[src/rtl/program_mem_arbiter.sv]
// Round-robin arbiter sharing one program-memory read channel among NUM_CONSUMERS fetchers.
// Optional last-access bypass enabled by defining PROG_ARB_LAST_HIT_EN.
module program_mem_arbiter #(
    parameter int ADDRESS_BITS  = 8,
    parameter int DATA_BITS     = 16,
    parameter int NUM_CONSUMERS = 4
) (
    input  logic                                  clk,
    input  logic                                  reset,
    input  logic [NUM_CONSUMERS-1:0]              consumer_read_valid,
    input  logic [NUM_CONSUMERS*ADDRESS_BITS-1:0] consumer_read_address,
    output logic [NUM_CONSUMERS-1:0]              consumer_read_ready,
    output logic [NUM_CONSUMERS*DATA_BITS-1:0]    consumer_read_data,
    output logic                                  mem_read_valid,
    output logic [ADDRESS_BITS-1:0]               mem_read_address,
    input  logic                                  mem_read_ready,
    input  logic [DATA_BITS-1:0]                  mem_read_data
);

    localparam int PTR_W = (NUM_CONSUMERS > 1) ? $clog2(NUM_CONSUMERS) : 1;

    typedef enum logic [1:0] {
        IDLE         = 2'd0,
        READ_WAITING = 2'd1,
        RELAYING     = 2'd2
    } state_t;

    state_t                             state, state_next;
    logic [PTR_W-1:0]                   rr_ptr, rr_next;
    logic [PTR_W-1:0]                   grant, grant_next;
    logic [DATA_BITS-1:0]               data_reg, data_next;
    logic                               mem_valid_next;
    logic [ADDRESS_BITS-1:0]            mem_addr_next;
    logic [NUM_CONSUMERS-1:0]           ready_next;
    logic [NUM_CONSUMERS*DATA_BITS-1:0] cdata_next;

    logic                    found;
    logic [PTR_W-1:0]        winner;
    logic [PTR_W-1:0]        idx;
    logic [ADDRESS_BITS-1:0] win_addr;
    logic                    hit;
    logic [DATA_BITS-1:0]    hit_data;

    // First requester at or after rr_ptr, wrapping around.
    always_comb begin
        found  = 1'b0;
        winner = '0;
        idx    = '0;
        for (int i = 0; i < NUM_CONSUMERS; i++) begin
            idx = PTR_W'((int'(rr_ptr) + i) % NUM_CONSUMERS);
            if (!found && consumer_read_valid[idx]) begin
                found  = 1'b1;
                winner = idx;
            end
        end
    end

    assign win_addr = consumer_read_address[int'(winner)*ADDRESS_BITS +: ADDRESS_BITS];

`ifdef PROG_ARB_LAST_HIT_EN
    logic                    last_valid, last_valid_next;
    logic [ADDRESS_BITS-1:0] last_addr, last_addr_next;
    logic [DATA_BITS-1:0]    last_data, last_data_next;

    assign hit      = last_valid && (win_addr == last_addr);
    assign hit_data = last_data;

    always_comb begin
        last_valid_next = last_valid;
        last_addr_next  = last_addr;
        last_data_next  = last_data;
        if (state == READ_WAITING && mem_read_ready) begin
            last_valid_next = 1'b1;
            last_addr_next  = mem_read_address;
            last_data_next  = mem_read_data;
        end
    end

    always_ff @(posedge clk or posedge reset) begin
        if (reset) begin
            last_valid <= 1'b0;
            last_addr  <= '0;
            last_data  <= '0;
        end else begin
            last_valid <= last_valid_next;
            last_addr  <= last_addr_next;
            last_data  <= last_data_next;
        end
    end
`else
    assign hit      = 1'b0;
    assign hit_data = '0;
`endif

    always_comb begin
        state_next     = state;
        rr_next        = rr_ptr;
        grant_next     = grant;
        data_next      = data_reg;
        mem_valid_next = mem_read_valid;
        mem_addr_next  = mem_read_address;
        ready_next     = consumer_read_ready;
        cdata_next     = consumer_read_data;
        case (state)
            IDLE: begin
                if (found) begin
                    grant_next = winner;
                    rr_next    = PTR_W'((int'(winner) + 1) % NUM_CONSUMERS);
                    if (hit) begin
                        ready_next[winner] = 1'b1;
                        cdata_next[int'(winner)*DATA_BITS +: DATA_BITS] = hit_data;
                        state_next = RELAYING;
                    end else begin
                        mem_addr_next  = win_addr;
                        mem_valid_next = 1'b1;
                        state_next     = READ_WAITING;
                    end
                end
            end
            READ_WAITING: begin
                if (mem_read_ready) begin
                    data_next      = mem_read_data;
                    mem_valid_next = 1'b0;
                    // A withdrawn request still completes the read, but the word is dropped.
                    if (consumer_read_valid[grant]) begin
                        ready_next[grant] = 1'b1;
                        cdata_next[int'(grant)*DATA_BITS +: DATA_BITS] = mem_read_data;
                        state_next = RELAYING;
                    end else begin
                        state_next = IDLE;
                    end
                end
            end
            RELAYING: begin
                if (!consumer_read_valid[grant]) begin
                    ready_next[grant] = 1'b0;
                    state_next        = IDLE;
                end
            end
            default: state_next = IDLE;
        endcase
    end

    always_ff @(posedge clk or posedge reset) begin
        if (reset) begin
            state               <= IDLE;
            rr_ptr              <= '0;
            grant               <= '0;
            data_reg            <= '0;
            mem_read_valid      <= 1'b0;
            mem_read_address    <= '0;
            consumer_read_ready <= '0;
            consumer_read_data  <= '0;
        end else begin
            state               <= state_next;
            rr_ptr              <= rr_next;
            grant               <= grant_next;
            data_reg            <= data_next;
            mem_read_valid      <= mem_valid_next;
            mem_read_address    <= mem_addr_next;
            consumer_read_ready <= ready_next;
            consumer_read_data  <= cdata_next;
        end
    end

endmodule

[config.mk]
export PLATFORM = sky130hd
export DESIGN_NAME = program_mem_arbiter
export DESIGN_NICKNAME = d
export VERILOG_FILES = /design/src/rtl/program_mem_arbiter.sv
export SDC_FILE = /design/constraint.sdc
export NUM_CORES = 1
export LEC_CHECK = 0
export ABC_AREA = 1
export ABC_CLOCK_PERIOD_IN_PS = 8050
export CORE_MARGIN = 2
export CORE_UTILIZATION = 34
export CTS_CLUSTER_SIZE = 12
export DETAILED_ROUTE_END_ITERATION = 8
export MAX_ROUTING_LAYER = met4
export PLACE_DENSITY = 0.73
export SETUP_SLACK_MARGIN = 0.4
export SLEW_MARGIN = 25
export SYNTH_ARGS = -nofsm -noshare
export SYNTH_HDL_FRONTEND = slang
export SYNTH_SLANG_ARGS = --single-unit
[constraint.sdc]
create_clock -name clk -period 8.05 [get_ports clk]
set_clock_uncertainty 0.1 [all_clocks]
set_input_delay 2.0125 -clock clk [delete_from_list [all_inputs] [get_ports clk]]
set_output_delay 2.0125 -clock clk [all_outputs]
set_load 0.01 [all_outputs]
==> out/metrics.yaml, run 1 <==
synth_top_cell_area_share: 0.5186
max_cap_violations: 0
wl_per_cell_microns: 14.36
ctsResizeCount: 0
dpl.cell_count: 766
avgSynthCellArea_sq_um: 7.900
synthCells: 507
track_usage: 0.1878
gp_congestion: 0.8231
clock.fmax_ghz: 0.2587
p_leak_nw: 2.802
dp_hpwl_microns: 8493
synth.area.top_cells: "dfrtp_1 (52%), nand2_1 (18%), nand3_1 (9.1%)"
finalWirelength_microns: 11230
htree_num_levels: 3
synth_compound_area_frac: 0.04561
critPathLaunchType: "input pin"
syn-num-nets: 567
routed_via_density: 4.871
async_reset_ff_frac: 1.000
grt_overflow: 0
syn_area_sq_mm: 0.004005
layout-drive-gt1-share: 0.06573
die_width_microns: 112.5
ctsHoldBuffers: 0
crit_slowest_cell: "clkdlybuf4s50_1"
drt_iter0_drc: 266
cts_setup_buffers: 0
die-area_sq_mm: 0.01266
crit_required_ns: 8.16
synthAdderAreaFrac: 0.01562
synth_top_family_by_area: "simple AND/OR/NAND/NOR gates"
clk_path_buf_depth: 2
ir_worst_vdd_mv: 0.1781
crit_path_max_incr_delay_ns: 0.44
synth-simple-area-share: 0.3543
cts_tree: "built"
ios: 132
worst_slew_pin_slew_ns: 0.9361
yosysMostFrequentCell: "nand2_1"
fin_tns_setup_ns: 0
path_cells: "clkdlybuf4s50_1 -> inv_1 -> nand2_1 -> nand3_1 -> nand2_2 -> nor2_4 -> nand3b_1 -> nand2_1 -> inv_1 -> nand2_1 -> o211ai_1"
die_h_microns: 112.5
grt_pass1_wl_microns: 18570
status: "finished, final reports clean"
ys_seq_elements: 83
area_growth_pct: 42.17
grt_pass1_vias: 3685
p_per_area_mw_per_mm2: 397.1
clkSlewWorstSetupHoldPaths_ns: 0.06
muxShareOfSynthArea: 0
yosysTopAreaCell: "dfrtp_1"
grt_max_degree: 64
min_period_ns: 3.865
firstDrtPassIters: 5
rows: 39
critPathKind: "input pin to flip-flop"
synth_xor_area_frac: 0
arrival_ns: 3.97
drc: 0
yosysWarnings: 0
yosysUniqueCellTypes: 28
synth_ff_type: "dfrtp_1"
drtAntennaViolNets: 0
diodes: 0
start_util: 0.3493
netlist_top_cells_count: "nand2_1 (197), dfrtp_1 (83), nand3_1 (73)"
setup_violations: 0
layout.nets: 694
yosysSeqAreaShare: 0.5186
end_kind: "flip-flop"
synth_edf_count: 0
cts_root_buffer: "clkbuf_16"
hp-class: "flip-flop to flip-flop"
portBuffers: 131
slew_violations: 0
finalHoldViolCount: 0
slew_headroom: 0.3725
num_vias: 3809
cts_inserted_buffers: 9
instances_no_fill: 782
cpMostUsedCell: "nand2_1"
period_share: 0.4802
clk-insertion-delay-late_ns: 0.33
rsz0062_at_grt: "false"
coreArea_sq_mm: 0.01147
cts_sinks: 83
grt_antenna_before_repair: 0
crit_fanout: 16
==> metal layers <==
layer  up-vias  wire [microns]  GRT usage  share of wire
li1       1847               -          -              -
met1      1781            4883     0.2407           0.43
met2       168            5194     0.2952           0.46
met3        13            1031    0.04968          0.092
met4         0             121    0.05447          0.011
met5         -               0          -              0
==> placed cells by master (no fill, tap or decap), types with 5 or more instances in the layout <==
cell type | synthesis | final
a21oi_1 | 21 | 21
clkbuf_16 | 0 | 9
clkdlybuf4s50_1 | 0 | 131
dfrtp_1 | 83 | 83
ha_1 | 5 | 5
inv_1 | 40 | 39
inv_2 | 5 | 5
nand2_1 | 197 | 197
nand2_2 | 6 | 6
nand3_1 | 73 | 73
nor2_1 | 23 | 21
nor2_4 | 4 | 5
o21ai_0 | 8 | 8
==> stage by stage <==
stage	hold slack [ns]	util	total power, W	worst slack, ns	area, sq um
6_report	0.3804	0.4966	0.002261	4.185	5694
5_1_grt	0.4070	0.4966	0.002448	3.951	5694
4_1_cts	0.3843	0.4957	0.002269	3.932	5684
3_5_place_dp	0.3654	0.4728	0.001897	3.603	5421
3_3_place_gp	0.3632	0.4728	0.001859	3.771	5421
2_1_floorplan	0.4155	-	0.001400	3.801	4005
==> registers in the layout, indices dropped and copies added (netlist names), named ones only <==
| name | flops |
|---|---|
| mem_read_address | 8 |
| consumer_read_data | 64 |
| mem_read_valid | 1 |
| grant | 2 |
| rr_ptr | 2 |
| state | 2 |
==> final timing paths <==
path / start / to / slack (ns) / cells after the start
setup / recovery: consumer_read_valid[3] / rr_ptr[1]$_DFFE_PP0P_ / 4.18 / 11
hold / removal: consumer_read_data[18]$_DFFE_PP0P_ / consumer_read_data[18]$_DFFE_PP0P_ / 0.38 / 2
setup reg to reg: grant[0]$_DFFE_PP0P_ / consumer_read_data[35]$_DFFE_PP0P_ / 5.66 / 7
hold reg to reg: consumer_read_data[18]$_DFFE_PP0P_ / consumer_read_data[18]$_DFFE_PP0P_ / 0.38 / 2
max in group asynchronous: reset / consumer_read_data[50]$_DFFE_PP0P_ / 4.89 / 3
min in group asynchronous: reset / mem_read_address[6]$_DFFE_PP0P_ / 1.87 / 2
==> layout make-up <==
cell class	instances	area [sq um]
inverters	45	170.2
multi-input cells	362	1679
clock buffers	11	232.7
clock inverters	5	30.03
repair buffers	133	1326
well taps	143	178.9
flip-flops and latches	83	2077
fillers	1080	5773
==> power by group <==
group	switching, W	total, W	internal, W	leakage (nW)
sequential	0.000122	0.000717	0.000594	1.08
clock	0.000159	0.000366	0.000207	0.125
combinational	0.000668	0.00118	0.000510	1.59
total	0.000950	0.00226	0.00131	2.80
==> worst max-delay path: cells and delay by family <==
kind | cells | cell delay [ns]
AND/OR/NAND/NOR | 7 | 1.14
buffers and inverters | 3 | 0.72
AO/OA/AOI/OAI | 1 | 0.09
==> cell families after synthesis <==
group           after synthesis
fa+ha+maj                     5
flops                        83
buf+inv                      62
compound gates               35
simple gates                322
Power figures use the tool's default switching activity.
==> inputs of run 2 (changes only) <==
--- a/config.mk
+++ b/config.mk
@@ -6,7 +6,7 @@
 export NUM_CORES = 1
 export LEC_CHECK = 0
 export ABC_AREA = 1
-export ABC_CLOCK_PERIOD_IN_PS = 8050
+export ABC_CLOCK_PERIOD_IN_PS = 4000
 export CORE_MARGIN = 2
 export CORE_UTILIZATION = 34
 export CTS_CLUSTER_SIZE = 12
==> constraint.sdc (replaced) <==
create_clock -name clk -period 4 [get_ports clk]
set_clock_uncertainty 0.1 [all_clocks]
set_input_delay 1 -clock clk [delete_from_list [all_inputs] [get_ports clk]]
set_output_delay 1 -clock clk [all_outputs]
set_load 0.01 [all_outputs]
==> run 2 against run 1 <==
  * Cell count up 0.26%
  * Die area unchanged
  * Utilization up 0.55 points
  * Design area up 1.1%
  * Setup slack worse by 3.1 ns
  * Critical endpoint is now mem_read_address[7]$_DFFE_PP0P_
==> out/metrics.yaml, run 2 (synthesized netlist as in run 1, its figures left out) <==
largest_register_ffs: 64  # unchanged
portBuffers: 131  # unchanged
crit_fanout: 16  # unchanged
hp-class: "flip-flop to flip-flop"
top_register: "consumer_read_data"
slew_violations: 0  # unchanged
final_cell_area_sq_mm: 0.005757  # +1.1%
place_ws_ns: 0.7649  # -2.838 ns
grt_pass1_vias: 3783  # +2.7%
cts_setup_buffers: 0  # unchanged
finalHoldViolCount: 0  # unchanged
instances_no_fill: 784  # +0.26%
cts_inserted_buffers: 9  # unchanged
fin_tns_setup_ns: 0  # unchanged
coreArea_sq_mm: 0.01147  # unchanged
setup_violations: 0  # unchanged
ir_worst_vdd_mv: 0.3784  # +110%
worst_slew_pin_slew_ns: 0.7863  # -0.1498 ns
max_cap_violations: 0  # unchanged
timing.hold.ws_ns: 0.3861  # +0.005721 ns
arrival_ns: 3.05  # -0.92 ns
ctsHoldBuffers: 0  # unchanged
layout-drive-gt1-share: 0.07176  # +0.006035
place_area_sq_mm: 0.005439  # +0.32%
layout.nets: 696  # +0.29%
num_vias: 3703  # -2.8%
grt_max_degree: 33  # -48%
slew_headroom: 0.4718  # +0.09924
end_kind: "flip-flop"
grt_overflow: 0  # unchanged
cts_tree: "built"
grt_pass1_wl_microns: 18740  # +0.93%
cts_root_buffer: "clkbuf_16"
rows: 39  # unchanged
top_regs: "consumer_read_data x64, mem_read_address x8"
grt_antenna_before_repair: 0  # unchanged
status: "finished, final reports clean"
min_period_ns: 2.877
rsz0062_at_grt: "false"
ios: 132  # unchanged
clk-insertion-delay-late_ns: 0.34  # about the same
dpl.cell_count: 768  # +0.26%
track_usage: 0.1917  # +0.003878
period_share: 0.7193
start_util: 0.3493  # unchanged
routed_via_density: 4.723  # -3.0%
die_width_microns: 112.5  # unchanged
finalWirelength_microns: 11370  # +1.3%
drtAntennaViolNets: 0  # unchanged
gp_congestion: 0.8556  # +3.9%
clkSlewWorstSetupHoldPaths_ns: 0.07  # about the same
p_leak_nw: 2.839  # +1.3%
ctsResizeCount: 0  # unchanged
diodes: 0  # unchanged
crit_required_ns: 4.17  # -3.99 ns
area_growth_pct: 43.74
layout_commonest_cell: "nand2_1"
wl_per_cell_microns: 14.51  # +1.0%
dp_hpwl_microns: 8502  # +0.11%
drc: 0  # unchanged
worst_slack_ns: 1.123  # -3.062 ns
p_per_area_mw_per_mm2: 809.7  # +100%
drt_iter0_drc: 226  # -15%
critPathKind: "input pin to flip-flop"
n_fill_cell: 1086  # +0.56%
final_cell_mix: "nand2_1 (197), clkdlybuf4s50_1 (131), dfrtp_1 (83)"
die-area_sq_mm: 0.01266  # unchanged
die_h_microns: 112.5  # unchanged
clock.fmax_ghz: 0.3476
htree_num_levels: 3  # unchanged
critPathLaunchType: "input pin"
clk_path_buf_depth: 2  # unchanged
cts_sinks: 83  # unchanged
firstDrtPassIters: 5  # unchanged
-- run 2: cell types whose count changed in the layout (fill, tap and decap cells not counted), sizes merged --
| cell | previous run | this run |
|---|---|---|
| clkbuf | 11 | 9 |
| clkinv | 4 | 3 |
| clkinvlp | 2 | 1 |
| buf | 2 | 4 |
| inv | 44 | 47 |
| bufinv | 0 | 1 |
-- run 2: metal layers --
metal	share of wire	wire, microns	global-route usage	vias up
met1	0.45	5134	0.2561	1686
met4	0.012	131	0.05935	0
met5	0	0	-	-
li1	-	-	-	1855
met2	0.45	5129	0.2876	149
met3	0.086	978	0.05022	13
-- run 2: worst paths after layout --
check	from	to	slack, ns	depth (start not counted)
worst max-delay path	consumer_read_valid[3]	mem_read_address[7]$_DFFE_PP0P_	1.12	11
worst min-delay path	consumer_read_data[19]$_DFFE_PP0P_	consumer_read_data[19]$_DFFE_PP0P_	0.39	2
worst max register to register	grant[0]$_DFFE_PP0P_	consumer_read_data[34]$_DFFE_PP0P_	1.57	7
max in group asynchronous	reset	consumer_read_data[0]$_DFFE_PP0P_	2.16	3
min in group asynchronous	reset	consumer_read_data[22]$_DFFE_PP0P_	0.90	2
worst min register to register	consumer_read_data[19]$_DFFE_PP0P_	consumer_read_data[19]$_DFFE_PP0P_	0.39	2
-- run 2: cell type report --
type / instances / area (sq um) / share of cell area
flip-flops and latches: 83 / 2077 / 0.3608
clock buffers: 9 / 225.2 / 0.03912
clock inverters: 7 / 83.83 / 0.01456
repair buffers: 135 / 1341 / 0.2330
well taps: 143 / 178.9 / 0.03108
multi-input cells: 362 / 1680 / 0.2919
inverters: 45 / 170.2 / 0.02956
-- run 2: power breakdown --
part / switching [W] / total (W) / internal, W
registers: 0.000245 / 0.00144 / 0.00120
clock network: 0.000360 / 0.000854 / 0.000495
logic: 0.00134 / 0.00237 / 0.00103
-- run 2: per-stage QoR --
step                utilization  total power (W)
floorplan                     -         0.002817
finish                   0.5020         0.004661
global route             0.5020         0.005036
global placement         0.4741         0.003744
detailed placement       0.4743         0.003815
CTS                      0.5013         0.004692
-- run 2: critical path: stages --
cell and delay [ns]:
clkdlybuf4s50_1 0.52, inv_1 0.07, nand2_1 0.08, nand3_1 0.12, nand2_2 0.13, nor2_4 0.06, nand3b_1 0.09, nand2_1 0.32
nor2_2 0.41, nand3_1 0.14, nand3_1 0.10
==> RTL edit (settings of run 2) <==
Re-encode `state_t` (3 states) as one-hot, 3 bits wide.
--- a/src/rtl/program_mem_arbiter.sv
+++ b/src/rtl/program_mem_arbiter.sv
@@ -19,10 +19,10 @@
 
     localparam int PTR_W = (NUM_CONSUMERS > 1) ? $clog2(NUM_CONSUMERS) : 1;
 
-    typedef enum logic [1:0] {
-        IDLE         = 2'd0,
-        READ_WAITING = 2'd1,
-        RELAYING     = 2'd2
+    typedef enum logic [2:0] {
+        IDLE         = 3'b001,
+        READ_WAITING = 3'b010,
+        RELAYING     = 3'b100
     } state_t;
 
     state_t                             state, state_next;
Function: same outputs for any inputs over 4 cycles, from zero or initial values and one cycle with reset high; so few cycles prove little.
==> RTL edit against run 2 <==
Maximum frequency decreased by 8.5%; utilization down 2.1 points; final area grew 4.5%; routed wire length grew 4.0%; area after synthesis increased by 7.6%; first-iteration DRC count is 12% higher; setup slack worse by 270 ps; sequential cell count increased by 1; worst hold slack got worse by 4.3 ps; synthesized cell count rose by 8.7%; count of clock-buffer cells in the layout grew 1; total power shrank 8.2%; largest cell class unchanged.
==> RTL edit: results (changes against run 2) <==
status=finished, final reports clean; sequential area share after synthesis=48.8% (-3.0 points); Least-Margin Pin Slew=812 ps (+25.5 ps); Reg2Reg Depth=11 (+4); R2R setup slack=1270 ps (-300 ps); placed insts=832 (+8.3%); hold_ws=382 ps (-4.32 ps); nets=731 (+5.0%); Mapped Cells=551 (+8.7%); syn nets=611 (+7.8%); Crit Reg-Reg Endpoint=consumer_read_data[28]; worst slack, placed=570 ps (-195 ps); Tot GR Track Use=18.8% (-0.40 points); slowest stage cell, crit path=inv_1; Filler cells=1253 (+15%); Synth top cells by count=nand2_1, nand3_1, dfrtp_1; Hold Path End=consumer_read_data[39]; Max Fanout on Critical Path=33 (+17); Area after DPL=0.00572 mm² (+5.2%); first-pass GRT wire length=19.2 mm (+2.4%); drt wl/cell=14.0 µm (-3.8%); routed wire length=11.8 mm (+4.0%); Critical Path AT=3230 ps (+180 ps); Worst Min Path Start=consumer_read_data[39]; RePlAce Congestion=0.911 (+6.5%); post-synthesis cell type count=33 (+18%)
RTL edit: cell count changes after synthesis, sizes merged, moves of 2 or more:
cell           run 2  this run
a21oi             21         5
a31oi              2         0
inv               45        54
or2                6         4
nand2            205       186
o31ai              0         2
nand3             75        89
o21bai             0         2
o21ai             10        55
nand3b             3         1
clkbuf             4        15
RTL edit: power by group:
group / switching (mW) / internal, mW
sequential: 0.180 / 1.10
clock: 0.340 / 0.482
combinational: 1.33 / 0.846
RTL edit: cells by family (layout without fill, tap and decap cells):
| family | Yosys count | in the layout | share of synthesized area, % |
|---|---|---|---|
| flops | 84 | 84 | 48.8 |
| buf+inv | 83 | 208 | 8.54 |
| simple gates | 313 | 313 | 33.2 |
| fa+ha+maj | 5 | 5 | 1.45 |
| compound gates | 66 | 66 | 8.02 |
RTL edit: routing by layer:
metal	track usage, %	vias up	part of all wire (%)
met2	32.1	153	50
met1	22.1	1895	42
li1	-	1995	-
met4	6.67	0	2.2
met5	-	-	0
met3	3.63	24	6.0
RTL edit: tightest hold or removal path, cell delays in order (launching register included):
cell and delay [ps]:
dfrtp_1 340, nand2_1 50, nand2_1 50
RTL edit: cell type report:
| type | count | area share (%) |
|---|---|---|
| clock buffer | 10 | 3.80 |
| timing repair buffer | 137 | 22.5 |
| tap | 172 | 3.58 |
| clock inverter | 6 | 1.08 |
| sequential | 84 | 34.9 |
| multi-input combinational | 384 | 30.6 |
| inverter | 55 | 3.49 |
RTL edit: worst max-delay path by stage:
stage,slack (ps),to
after floorplan,740,asynchronous set/reset pin
after global placement,700,consumer_read_data[30]
after detailed placement,570,consumer_read_data[21]
after CTS,920,consumer_read_data[26]
after global routing,630,consumer_read_data[21]
final,860,consumer_read_data[26]
